--- src/rtl/fixed_point_pkg.sv ---
// Shared constants, FSM encoding and helpers for the 16-bit fixed-point word:
// 13-bit signed mantissa in [15:3], 3-bit fraction-bit count in [2:0].
package fixed_point_pkg;

    localparam int WORD_W       = 16;
    localparam int MANT_W       = 13;
    localparam int SCALE_W      = 3;
    localparam int SCALE_MAX    = 7;
    localparam int MANT_POS_MAX = 4095;
    localparam int MANT_NEG_MAG = 4096;
    localparam int DIV_W        = 27;
    localparam int REM_W        = 14;

    // Saturated words: largest positive / most negative mantissa at scale 0
    localparam logic [WORD_W-1:0] WORD_POS_SAT = 16'h7FF8;
    localparam logic [WORD_W-1:0] WORD_NEG_SAT = 16'h8000;

    typedef enum logic [1:0] {
        ST_IDLE   = 2'd0,
        ST_DIVIDE = 2'd1,
        ST_NORM   = 2'd2,
        ST_DONE   = 2'd3
    } div_state_t;

    // Magnitude of a signed mantissa; -4096 maps to 13'h1000 read as unsigned
    function automatic logic [MANT_W-1:0] mant_abs(input logic [MANT_W-1:0] m);
        return m[MANT_W-1] ? (-m) : m;
    endfunction

endpackage

--- src/rtl/fixed_point_divider_if.sv ---
// Start/busy/done bus of the fixed-point divider.
interface fixed_point_divider_if;
    import fixed_point_pkg::*;

    logic              start;
    logic [WORD_W-1:0] dividend;
    logic [WORD_W-1:0] divisor;
    logic              busy;
    logic              done;
    logic [WORD_W-1:0] quotient;
    logic              overflow;
    logic              div_by_zero;

    modport master (
        output start, dividend, divisor,
        input  busy, done, quotient, overflow, div_by_zero
    );

    modport slave (
        input  start, dividend, divisor,
        output busy, done, quotient, overflow, div_by_zero
    );

endinterface

--- src/rtl/fixed_point_normalizer.sv ---
// Packs a 27-bit unsigned magnitude (scale 7) plus sign back into the word
// format, dropping fraction bits until the mantissa fits, else saturating.
module fixed_point_normalizer
    import fixed_point_pkg::*;
(
    input  logic [DIV_W-1:0]  q,
    input  logic              sign,
    output logic [WORD_W-1:0] word,
    output logic              overflow
);

    logic [DIV_W-1:0]   limit;
    logic [DIV_W-1:0]   shifted [SCALE_MAX+1];
    logic [SCALE_MAX:0] fits;
    logic [MANT_W-1:0]  mag;
    logic [MANT_W-1:0]  mant;
    logic [SCALE_W-1:0] k;

    // Negative results may reach -4096, positive ones only +4095
    assign limit = sign ? DIV_W'(MANT_NEG_MAG) : DIV_W'(MANT_POS_MAX);

    generate
        for (genvar gi = 0; gi <= SCALE_MAX; gi++) begin : g_shift
            assign shifted[gi] = q >> gi;
            assign fits[gi]    = (shifted[gi] <= limit);
        end
    endgenerate

    // Smallest right shift that fits keeps the most fraction bits
    always_comb begin
        mag = '0;
        k   = '0;
        for (int i = SCALE_MAX; i >= 0; i--) begin
            if (fits[i]) begin
                k   = SCALE_W'(i);
                mag = shifted[i][MANT_W-1:0];
            end
        end
        overflow = ~|fits;
        mant     = sign ? (-mag) : mag;
        if (overflow) begin
            word = sign ? WORD_NEG_SAT : WORD_POS_SAT;
        end else begin
            word = {mant, SCALE_W'(SCALE_MAX) - k};
        end
    end

endmodule

--- src/rtl/fixed_point_divider.sv ---
// Fixed-latency restoring divider for the fixed-point word: 27 quotient bits,
// one per cycle, then a normalise cycle and a one-cycle done pulse.
module fixed_point_divider
    import fixed_point_pkg::*;
(
    input  logic                  clk,
    input  logic                  rst,
    fixed_point_divider_if.slave  bus
);

    div_state_t         state_reg;
    logic [4:0]         count_reg;
    logic [DIV_W-1:0]   work_reg;
    logic [REM_W-1:0]   rem_reg;
    logic [MANT_W-1:0]  mag_b_reg;
    logic               sign_reg;
    logic               a_neg_reg;
    logic               b_zero_reg;
    logic               busy_reg;
    logic               done_reg;
    logic [WORD_W-1:0]  quotient_reg;
    logic               overflow_reg;
    logic               div_by_zero_reg;

    logic [MANT_W-1:0]  na, nb;
    logic [SCALE_W-1:0] sa, sb;
    logic [3:0]         shift_e;
    logic [DIV_W-1:0]   work_init;
    logic               accept;
    logic [REM_W:0]     trial;
    logic [REM_W:0]     diff;
    logic               rem_ge;
    logic [WORD_W-1:0]  norm_word;
    logic               norm_ovf;

    assign na = bus.dividend[WORD_W-1:SCALE_W];
    assign sa = bus.dividend[SCALE_W-1:0];
    assign nb = bus.divisor[WORD_W-1:SCALE_W];
    assign sb = bus.divisor[SCALE_W-1:0];

    // Pre-shift so the raw quotient comes out at scale 7 (e spans 0..14)
    assign shift_e   = 4'(SCALE_MAX) + {1'b0, sb} - {1'b0, sa};
    assign work_init = DIV_W'(mant_abs(na)) << shift_e;
    assign accept    = bus.start && ((state_reg == ST_IDLE) || (state_reg == ST_DONE));

    // Restoring step: dividend MSB shifts into the remainder each cycle
    assign trial  = {rem_reg, work_reg[DIV_W-1]};
    assign diff   = trial - {{(REM_W+1-MANT_W){1'b0}}, mag_b_reg};
    assign rem_ge = ~diff[REM_W];

    fixed_point_normalizer u_norm (
        .q        (work_reg),
        .sign     (sign_reg),
        .word     (norm_word),
        .overflow (norm_ovf)
    );

    always_ff @(posedge clk) begin
        if (rst) begin
            state_reg       <= ST_IDLE;
            count_reg       <= '0;
            work_reg        <= '0;
            rem_reg         <= '0;
            mag_b_reg       <= '0;
            sign_reg        <= 1'b0;
            a_neg_reg       <= 1'b0;
            b_zero_reg      <= 1'b0;
            busy_reg        <= 1'b0;
            done_reg        <= 1'b0;
            quotient_reg    <= '0;
            overflow_reg    <= 1'b0;
            div_by_zero_reg <= 1'b0;
        end else begin
            done_reg <= 1'b0;
            if (accept) begin
                work_reg   <= work_init;
                rem_reg    <= '0;
                mag_b_reg  <= mant_abs(nb);
                sign_reg   <= na[MANT_W-1] ^ nb[MANT_W-1];
                a_neg_reg  <= na[MANT_W-1];
                b_zero_reg <= (nb == '0);
                count_reg  <= '0;
                busy_reg   <= 1'b1;
                state_reg  <= ST_DIVIDE;
            end else begin
                case (state_reg)
                    ST_DIVIDE: begin
                        rem_reg   <= rem_ge ? diff[REM_W-1:0] : trial[REM_W-1:0];
                        work_reg  <= {work_reg[DIV_W-2:0], rem_ge};
                        count_reg <= count_reg + 5'd1;
                        if (count_reg == 5'(DIV_W - 1)) begin
                            state_reg <= ST_NORM;
                        end
                    end
                    ST_NORM: begin
                        // A zero divisor still ran the full loop; its result is forced here
                        if (b_zero_reg) begin
                            quotient_reg    <= a_neg_reg ? WORD_NEG_SAT : WORD_POS_SAT;
                            overflow_reg    <= 1'b0;
                            div_by_zero_reg <= 1'b1;
                        end else begin
                            quotient_reg    <= norm_word;
                            overflow_reg    <= norm_ovf;
                            div_by_zero_reg <= 1'b0;
                        end
                        done_reg  <= 1'b1;
                        busy_reg  <= 1'b0;
                        state_reg <= ST_DONE;
                    end
                    ST_DONE: begin
                        state_reg <= ST_IDLE;
                    end
                    default: begin
                        state_reg <= ST_IDLE;
                    end
                endcase
            end
        end
    end

    assign bus.busy        = busy_reg;
    assign bus.done        = done_reg;
    assign bus.quotient    = quotient_reg;
    assign bus.overflow    = overflow_reg;
    assign bus.div_by_zero = div_by_zero_reg;

endmodule

--- src/flat_wrapper.sv ---
// flat-port wrapper written by rule: the top's interface ports become plain ports
module fixed_point_divider_flat import fixed_point_pkg::*;
  (clk, rst, bus_start, bus_dividend, bus_divisor, bus_busy, bus_done, bus_quotient, bus_overflow, bus_div_by_zero);
  fixed_point_divider_if bus_i ();
  input  logic clk;
  input  logic rst;
  input wire logic [$bits(bus_i.start)-1:0] bus_start;
  input wire logic [$bits(bus_i.dividend)-1:0] bus_dividend;
  input wire logic [$bits(bus_i.divisor)-1:0] bus_divisor;
  output wire logic [$bits(bus_i.busy)-1:0] bus_busy;
  output wire logic [$bits(bus_i.done)-1:0] bus_done;
  output wire logic [$bits(bus_i.quotient)-1:0] bus_quotient;
  output wire logic [$bits(bus_i.overflow)-1:0] bus_overflow;
  output wire logic [$bits(bus_i.div_by_zero)-1:0] bus_div_by_zero;
  assign bus_i.start = bus_start;
  assign bus_i.dividend = bus_dividend;
  assign bus_i.divisor = bus_divisor;
  assign bus_busy = bus_i.busy;
  assign bus_done = bus_i.done;
  assign bus_quotient = bus_i.quotient;
  assign bus_overflow = bus_i.overflow;
  assign bus_div_by_zero = bus_i.div_by_zero;
  fixed_point_divider u_core (.clk(clk), .rst(rst), .bus(bus_i));
endmodule
--- config.mk ---
export PLATFORM = sky130hd
export DESIGN_NAME = fixed_point_divider_flat
export DESIGN_NICKNAME = d
export VERILOG_FILES = /design/src/rtl/fixed_point_pkg.sv /design/src/rtl/fixed_point_divider_if.sv /design/src/rtl/fixed_point_normalizer.sv /design/src/rtl/fixed_point_divider.sv /design/src/flat_wrapper.sv
export SDC_FILE = /design/constraint.sdc
export NUM_CORES = 1
export LEC_CHECK = 0
export BUFFER_PORTS_ARGS = -buffer_cell sky130_fd_sc_hd__buf_2
export CAP_MARGIN = 20
export CELL_PAD_IN_SITES_DETAIL_PLACEMENT = 1
export CELL_PAD_IN_SITES_GLOBAL_PLACEMENT = 1
export CORE_UTILIZATION = 46
export DETAILED_ROUTE_END_ITERATION = 8
export GPL_ROUTABILITY_DRIVEN = 0
export GPL_TIMING_DRIVEN = 0
export PLACE_DENSITY_LB_ADDON = 0.1
export SETUP_SLACK_MARGIN = 0.3
export SLEW_MARGIN = 30
export SYNTH_ARGS = -nofsm -noshare
export SYNTH_HDL_FRONTEND = slang
export SYNTH_SLANG_ARGS = --single-unit
--- constraint.sdc ---
create_clock -name clk -period 8.65 [get_ports clk]
set_input_delay 0.865 -clock clk [delete_from_list [all_inputs] [get_ports clk]]
set_output_delay 0.865 -clock clk [all_outputs]
set_load 0.05 [all_outputs]
==> impl.org, run 1 <==
** STA
- The number of hold violations in the final report came to 0.
- For the pin with the worst max-slew slack, the measured transition is 935 ps.
- Final Cycle Share :: between 70% and 80%
- Number of slew-limit violations in the final report :: 0
- Unrepaired setup endpoints after global routing :: no
- For the final database, setup skew stands at 8.90 ps.
- Summed negative setup slack over all endpoints :: 0 ps
- Max transition margin :: a little under two fifths
- On the final layout, the worst hold slack is about 460 ps.
- Total setup violations reported at the end of the flow :: 0
- The smallest clock period supported by the final layout is computed as 6190 ps.
- Timing would allow up to approximately 160 MHz.

** Clock tree
- Clk buf depth :: 2
- Latest clock arrival within the worst-skew pair :: about 360 ps
- TritonCTS built the clock tree.
- TritonCTS created 9 clock buffers.
- Gates resized during post-CTS repair numbered 0.
- CTS Sinks :: 84
- Quantity of hold-fixing buffers added after cts :: 0
- After clock tree synthesis, the setup repair step added 0 buffers.
- The root buffer cell chosen for the clock tree is clkbuf_16.
- After clock tree synthesis, the clock-pin slew on the worst setup and hold paths is 70 ps.
- The H-tree was split into 3 levels.

** Global route
- Largest net degree at the start of global routing :: 26
- Grt total ovfl :: 0
- The initial antenna violation count was 0.
- In the global route stage, overall resource usage came out at 33.1%.
- The number of global-route vias before repair is roughly 9,600.
- Wire length of the first global-routing pass :: a little over 50,000 um

** Critical path
- Data on the critical path is required at its endpoint by 8880 ps.
- Launch point of the worst path :: u_core.sign_reg$_SDFFE_PP0P_
- Worst endpoint data arrival time :: between 6000 and 7000 ps
- Critical Path End :: u_core.bus.quotient[11]$_SDFFE_PP0P_
- The worst register-to-register path ends at u_core.bus.quotient[11]$_SDFFE_PP0P_.
- Setup CP Type :: reg -> reg
- R2R Path Start :: u_core.sign_reg$_SDFFE_PP0P_
- STA classifies the critical path endpoint as a flop.
- The worst register-to-register path has a setup slack of ~2500 ps.
- Peak fanout along the critical path :: 25
- Type of origin of the critical path :: flop
- Cells on worst reg2reg path :: 20

** Finish
- Measured on the finished design, the core utilization comes to between 50% and 60%.
- The finished cells cover about 9400 sq um.
- Flip-flop count of the largest register after layout :: 27
- Compared with the post-synthesis result, the final layout area differs by 10.1%.
- Leaving out fill and tap cells, the most frequent cell in the layout is nor2_1.
- Top library cells by usage in the layout, fill and taps aside :: nor2_1, a21oi_1, nand2_1
- Layout cells sized above 1 :: 9.52%
- Final net count :: about 1,300
- 0 antenna diodes ended up in the layout.

** Synth
- After synthesis, the mean cell area works out to between 7 and 8 sq um.
- Share of flip-flops with an asynchronous set or reset after synthesis :: 0%
- Count of flip-flops with a built-in enable after synthesis :: 0
- Post-synthesis compound-gate area fraction :: between 30 and 40%
- The synthesized netlist devotes under 10% of its cell area to XOR and XNOR gates.
- By area, the combinational part of the netlist is dominated by compound AO/OA/AOI/OAI gates.
- The number of nets handed over by synthesis was around 1,300.
- Counting flops and latches in the post-synthesis netlist gives 84.
- The synthesized netlist occupies a cell area of 8580 sq um.
- Multiplexer fraction of the synthesized cell area :: between 7 and 8%
- The share of the Yosys chip area taken by registers is 19.6%.
- Cell count after synthesis :: about 1,200
- The netlist uses 91 different library cells.
- YS warnings :: 0
- Post-Synth Adder-Cell Area :: under 10%
- Among all flip-flop cells after synthesis, the most frequent one is dfxtp_1.
- Of the total synthesized cell area, the portion taken by AND, OR, NAND and NOR gates is 23.7%.

** Detailed routing
- DR pass1 iterations :: 6
- In this run, the number of DRC markers left after iteration 0 of detailed routing was around 740.
- In the final routed layout, each cell accounts on average for ~21 um.
- Total via count in the routed design :: 9,464
- Post-DRT Antenna Nets :: 0
- The final layout contains routed wiring with a total length of 31,500 um.
- For this run, design rule violations remaining after detail routing come to 0.
- Vias/cell :: around 6.4

** Die
- The initial utilization of the core area, before any placement, comes to between 40 and 50%.
- The core region is around 18,000 sq um.
- The die is ~140 um wide.
- The floorplan step defined a die boundary enclosing approximately 19,000 sq um.
- I/O pins :: 55
- In this run the vertical extent of the chip is about 140 um.
- # rows :: 49

** Placed design
- Detailed placement finished with a half-perimeter wire length of about 24,000 um.
- During placement, the flow inserted port buffers numbering 52.
- Post-placement cell area :: 9130 sq um

** Outcome
- The run finished with clean final reports.

** Flow run
- Max-cap violation count :: 0

** Worst hold path
- Hold path cells :: 2
- The worst hold path belongs to the class reg -> reg.
- In this run the most critical hold path is launched from u_core.mag_b_reg[7]$_SDFFE_PP0P_.

** Power and ir drop
- Overall power :: 3.45 mW
- For this design the static power due to leakage is 3.70 nW.
- Dividing total power by cell area gives a power density of 365 nW/um^2.
- VDD sags by at most around 0.00013 V.
## per-layer routing
metal / GRT usage, % / part of all wire, % / vias up
met1: 41.8 / 44 / 4651
li1: - / - / 4462
met3: 3.49 / 4.7 / 71
met4: 11.9 / 2.8 / 0
met5: 0 / 0 / -
met2: 58.2 / 49 / 280
## where the power goes
part           switching, mW  total, mW  internal, mW
Clock                  0.188      0.420         0.233
Combinational           1.63       2.49         0.860
Sequential            0.0785      0.536         0.457
## how the worst min path moves through the flow
stage | endpoint | slack (ps)
2_1_floorplan | u_core.mag_b_reg[5]$_SDFFE_PP0P_ | 430
3_3_place_gp | u_core.mag_b_reg[9]$_SDFFE_PP0P_ | 450
3_5_place_dp | u_core.mag_b_reg[9]$_SDFFE_PP0P_ | 450
4_1_cts | u_core.mag_b_reg[9]$_SDFFE_PP0P_ | 460
5_1_grt | u_core.mag_b_reg[9]$_SDFFE_PP0P_ | 480
6_report | u_core.mag_b_reg[7]$_SDFFE_PP0P_ | 460
## metrics by stage
stage               instances  setup slack, ps
detailed placement       1463             2270
global placement         1463             2070
finish                   1479             2460
floorplan                1182             3700
CTS                      1479             2190
global route             1479             2160
## worst max-delay path: stages (launching register included)
cell,delay (ps)
dfxtp_2,720
inv_1,140
clkbuf_2,500
ha_1,470
clkbuf_1,360
nand2_1,90
o21ai_0,300
nand3_1,120
a31oi_1,560
nand2b_1,260
clkbuf_1,430
o21ai_0,150
a211o_1,270
a21oi_1,430
inv_1,90
ha_1,240
and3b_1,180
buf_2,180
a31oi_1,230
xor2_1,200
o22ai_1,100
## cell type report
cell class | instances | area [sq um]
plain buffers | 94 | 393
repair buffers | 52 | 260
clock inverters | 7 | 91.3
flip-flops and latches | 84 | 1680
inverters | 69 | 259
fillers | 2397 | 8700
clock buffers | 9 | 225
well taps | 229 | 287
multi-input cells | 935 | 6250
## kinds of logic after synthesis
group,count (synthesis)
AND/OR/NAND/NOR,419
AO/OA/AOI/OAI,371
flip-flops,84
XOR/XNOR,29
multiplexers,57
adder cells (fa/ha/maj),59
buffers and inverters,163
## synthesized netlist by cell type, types with 18 or more instances
cell      instances  area [sq um]
ha_1             57           713
inv_1            67           251
nor3_1           23           115
mux2i_1          49           490
nor2_1          148           556
a21oi_1         103           515
dfxtp_1          84          1680
a311oi_1         21           184
xor2_1           18           158
clkbuf_1         73           274
a211oi_1         30           225
nand3_1          33           165
nand2_1         103           387
o21ai_0          59           295
No activity file was read; power rests on OpenSTA's default activity.
==> run 2: changes to the inputs <==
Settings changed: ABC_AREA set to 1, CORE_UTILIZATION 46 to 44.
Clock period 8.65 ns to 6.45 ns, I/O delays scaled along.
==> run 2 against run 1 <==
Wire length is 11% lower. Global-route usage is 2.4 points lower. Via count down 2.5%. Setup slack lost 1100 ps. Synthesized area decreased by 6.2%. Total power increased by 27%. Largest power group unchanged. Worst hold slack better by 6.6 ps.
==> impl.org, run 2 <==
** Die
- The die area came to 18,800 sq um (-1.9%).
- Placeable core region :: 18,000 sq um (-1.0%)
- Initial Utilization :: 44.8% (-2.5 points)
- The I/O pin count is 55 (unchanged).
- The overall die height was 137 um (-0.96%).
- # rows :: 49 (unchanged)
- Die outline width :: 137 um (-0.96%)

** Synth
- YS warnings :: 0 (unchanged)
- Avg Cell Area, Syn :: 6.08 sq um (-16%)
- For this run, the leading register cell type out of synthesis is dfxtp_1.
- Cell count after synthesis :: 1,324 (+12%)
- In the post-synthesis netlist, the cell with the most instances is nand2_1.
- Cell taking the most area after synthesis :: dfxtp_1
- The post-synthesis share of cell area spent on xor and xnor gates came to 2.72% (-0.24 points).
- Count of flip-flops with a built-in enable after synthesis :: 0 (unchanged)
- The share of the synthesized area in the top cell type was 20.9% (+1.3 points).
- Post-Synth Adder-Cell Area :: 9.36% (+0.58 points)
- Multiplexer fraction of the synthesized cell area :: 0.746% (-6.7 points)
- The fraction of registers with async set or reset after synthesis was 0% (unchanged).
- Netlist area before placement :: 8050 sq um (-6.2%)
- Count of different cell masters after synthesis :: 55 (-40%)
- After synthesis, the largest family of logic cells by area is simple AND/OR/NAND/NOR gates.
- Yosys attributes the largest share of cell area to dfxtp_1, nand2_1, a21oi_1, ha_1, inv_1.
- The simple-gate portion of the synthesized area is 28.6% (+5.0 points).
- The synthesized-area fraction occupied by ao, oa, aoi and oai cells came to 26.6% (-3.4 points).
- Commonest cells post-synth :: nand2_1, a21oi_1, inv_1
- Post-synthesis net count :: 1,418 (+11%)
- Proportion of synthesized chip area in sequential cells :: 20.9% (+1.3 points)
- Number of synthesized register bits :: 84 (unchanged)

** Detailed routing
- The DRC violation count after routing came to 0 (unchanged).
- DR pass1 iterations :: 5 (-1)
- Post-DR wirelength/cell :: 17.4 um (-19%)
- Detailed-route wire length :: 28,200 um (-11%)
- The total number of vias was 9,230 (-2.5%).
- Vias/cell :: 5.69 (-11%)
- 1st-iter DRT viols :: 495 (-33%)
- The remaining antenna violation count after routing was 0 (unchanged).

** Finish
- Leaving out fill and tap cells, the most frequent cell in the layout is nand2_1.
- Final net count :: 1,482 (+11%)
- Antenna cell count :: 0 (unchanged)
- P&R area growth vs syn :: 10.4%
- The proportion of layout cells with a drive suffix above 1 was 9.05% (-0.47 points).
- Top library cells by usage in the layout, fill and taps aside :: nand2_1, a21oi_1, inv_1
- Flip-flop count of the largest register after layout :: 27 (unchanged)

** STA
- Tmin final :: 5040 ps (-1150 ps)
- Final Cycle Share :: 78.1% (+6.6 points)
- The number of hold violations in the final report is 0 (unchanged).
- The smallest hold slack is 466 ps (+6.64 ps).
- Number of slew-limit violations in the final report :: 0 (unchanged)
- Total setup violations reported at the end of the flow :: 0 (unchanged)
- The setup skew after layout is 11.2 ps (+2.33 ps).
- Unrepaired setup endpoints after global routing :: no
- The total negative setup slack was 0 ps (unchanged).
- The worst slew margin relative to its limit came to 40.8% (+3.1 points).
- Maximum clock frequency :: 198 MHz (+23%)
- Actual slew at the worst max-slew pin :: 887 ps (-48.0 ps)

** Global route
- Overall fraction of global-route tracks in use :: 30.7% (-2.4 points)
- The global-route congestion overflow total came to 0 (unchanged).
- Antenna violations before repair :: 0 (unchanged)
- The pin count of the biggest net entering global routing was 24 (-7.7%).
- Via count of the first global-routing pass :: 9,074 (-5.8%)
- The wire length of the first global-routing pass was 45,300 um (-11%).

** Clock tree
- The register clock-pin slew on the reported worst setup and hold paths is 70 ps (about the same).
- Quantity of hold-fixing buffers added after cts :: 0 (unchanged)
- TritonCTS built the clock tree.
- Count of H-tree levels built during CTS :: 3 (unchanged)
- CTS Sinks :: 84 (unchanged)
- The post-CTS setup repair buffer count was 0 (unchanged).
- Latest clock arrival within the worst-skew pair :: 350 ps (about the same)
- The cell sitting at the root of the clock tree is a clkbuf_16.
- Clock buffers created by TritonCTS :: 9 (unchanged)
- The clock tree buffer depth is 2 (unchanged).
- The number of resized instances in the post-cts repair step came to 0 (unchanged).

** Power and ir drop
- Total leakage power :: 4.12 nW (+11%)
- The maximum ir drop on the vdd rail was 0.000352 V (+160%).
- Power density cells :: 492 nW/um^2 (+35%)

** Flow run
- The max-capacitance violation count is 0 (unchanged).

** Critical path
- STA classifies the critical path startpoint as a flop.
- The highest fanout seen on the critical path is 23 (-8.0%).
- The startpoint identified for the worst register-to-register timing path is u_core.sign_reg$_SDFFE_PP0P_.
- CP endpoint kind :: flop
- Endpoint required time on the critical path :: 6660 ps (-2220 ps)
- Setup CP Type :: reg -> reg
- Launch point of the worst path :: u_core.sign_reg$_SDFFE_PP0P_
- The arrival time of data at the critical path endpoint came to 5250 ps (-1170 ps).

** Placed design
- Number of input and output port buffers inserted :: 53 (+1.9%)
- Sum of net half-perimeters after detailed placement :: 22,300 um (-7.0%)

** Worst hold path
- The startpoint identified for the worst hold timing path is u_core.bus.quotient[2]$_SDFFE_PP0P_.
- The path class of the tightest hold or removal check is reg -> reg.

** Outcome
- The flow ran to the end, and the final reports show no timing, DRC or antenna violations.
run 2: stage by stage:
step	power (mW)	std cells	area (sq um)	setup WS, ps	util [%]
2_1_floorplan	3.04	1324	8050	2490	-
3_3_place_gp	3.74	1606	8600	1050	47.9
3_5_place_dp	3.83	1606	8600	1460	47.9
4_1_cts	4.36	1622	8890	1450	49.5
5_1_grt	4.79	1622	8890	1080	49.5
6_report	4.38	1622	8890	1410	49.5
run 2: worst max-delay path, stage by stage (launching register included):
cell and delay, ps:
dfxtp_2 710, inv_1 590, ha_1 560, nor2_2 240
nand2_1 130, nor4_1 360, nand4_1 220, o21ai_4 380
buf_6 200, a21oi_1 50, nand2_1 80, nand2_1 90
a21oi_4 180, ha_1 190, inv_1 50, nor2_1 130
nand2_1 110, o21ai_2 230, nand3_1 110, nand2_1 90
nand2_1 50, nand2_1 60, a21oi_1 60
run 2: layout make-up:
| cell class | instances | area, sq um |
|---|---|---|
| Timing Repair Buffer | 53 | 265 |
| Fill cell | 2549 | 9070 |
| Multi-Input combinational cell | 1021 | 5480 |
| Tap cell | 229 | 287 |
| Sequential cell | 84 | 1680 |
| Buffer | 53 | 264 |
| Clock buffer | 10 | 239 |
| Clock inverter | 6 | 46.3 |
| Inverter | 166 | 626 |
run 2: per-layer routing:
metal / track usage [%] / share of wire, %
met3: 3.97 / 4.2
met4: 11.1 / 2.4
met5: 0 / 0
met2: 53.3 / 48
met1: 38.6 / 46
run 2: path summary, 6_finish.rpt:
path / to / slack (ps) / depth (start not counted)
setup / recovery: u_core.bus.quotient[13]$_SDFFE_PP0P_ / 1410 / 22
hold / removal: u_core.bus.quotient[2]$_SDFFE_PP0P_ / 470 / 2
setup reg to reg: u_core.bus.quotient[13]$_SDFFE_PP0P_ / 1410 / 22
hold reg to reg: u_core.bus.quotient[2]$_SDFFE_PP0P_ / 470 / 2
run 2: cells by family after synthesis:
family / Yosys count
simple gates: 550
xor+xnor: 25
fa+ha+maj: 59
mux: 6
flops: 84
compound gates: 381
buf+inv: 219
run 2: power breakdown:
group	switching (mW)	internal (mW)
combinational	2.11	0.988
clock	0.232	0.274
sequential	0.141	0.630
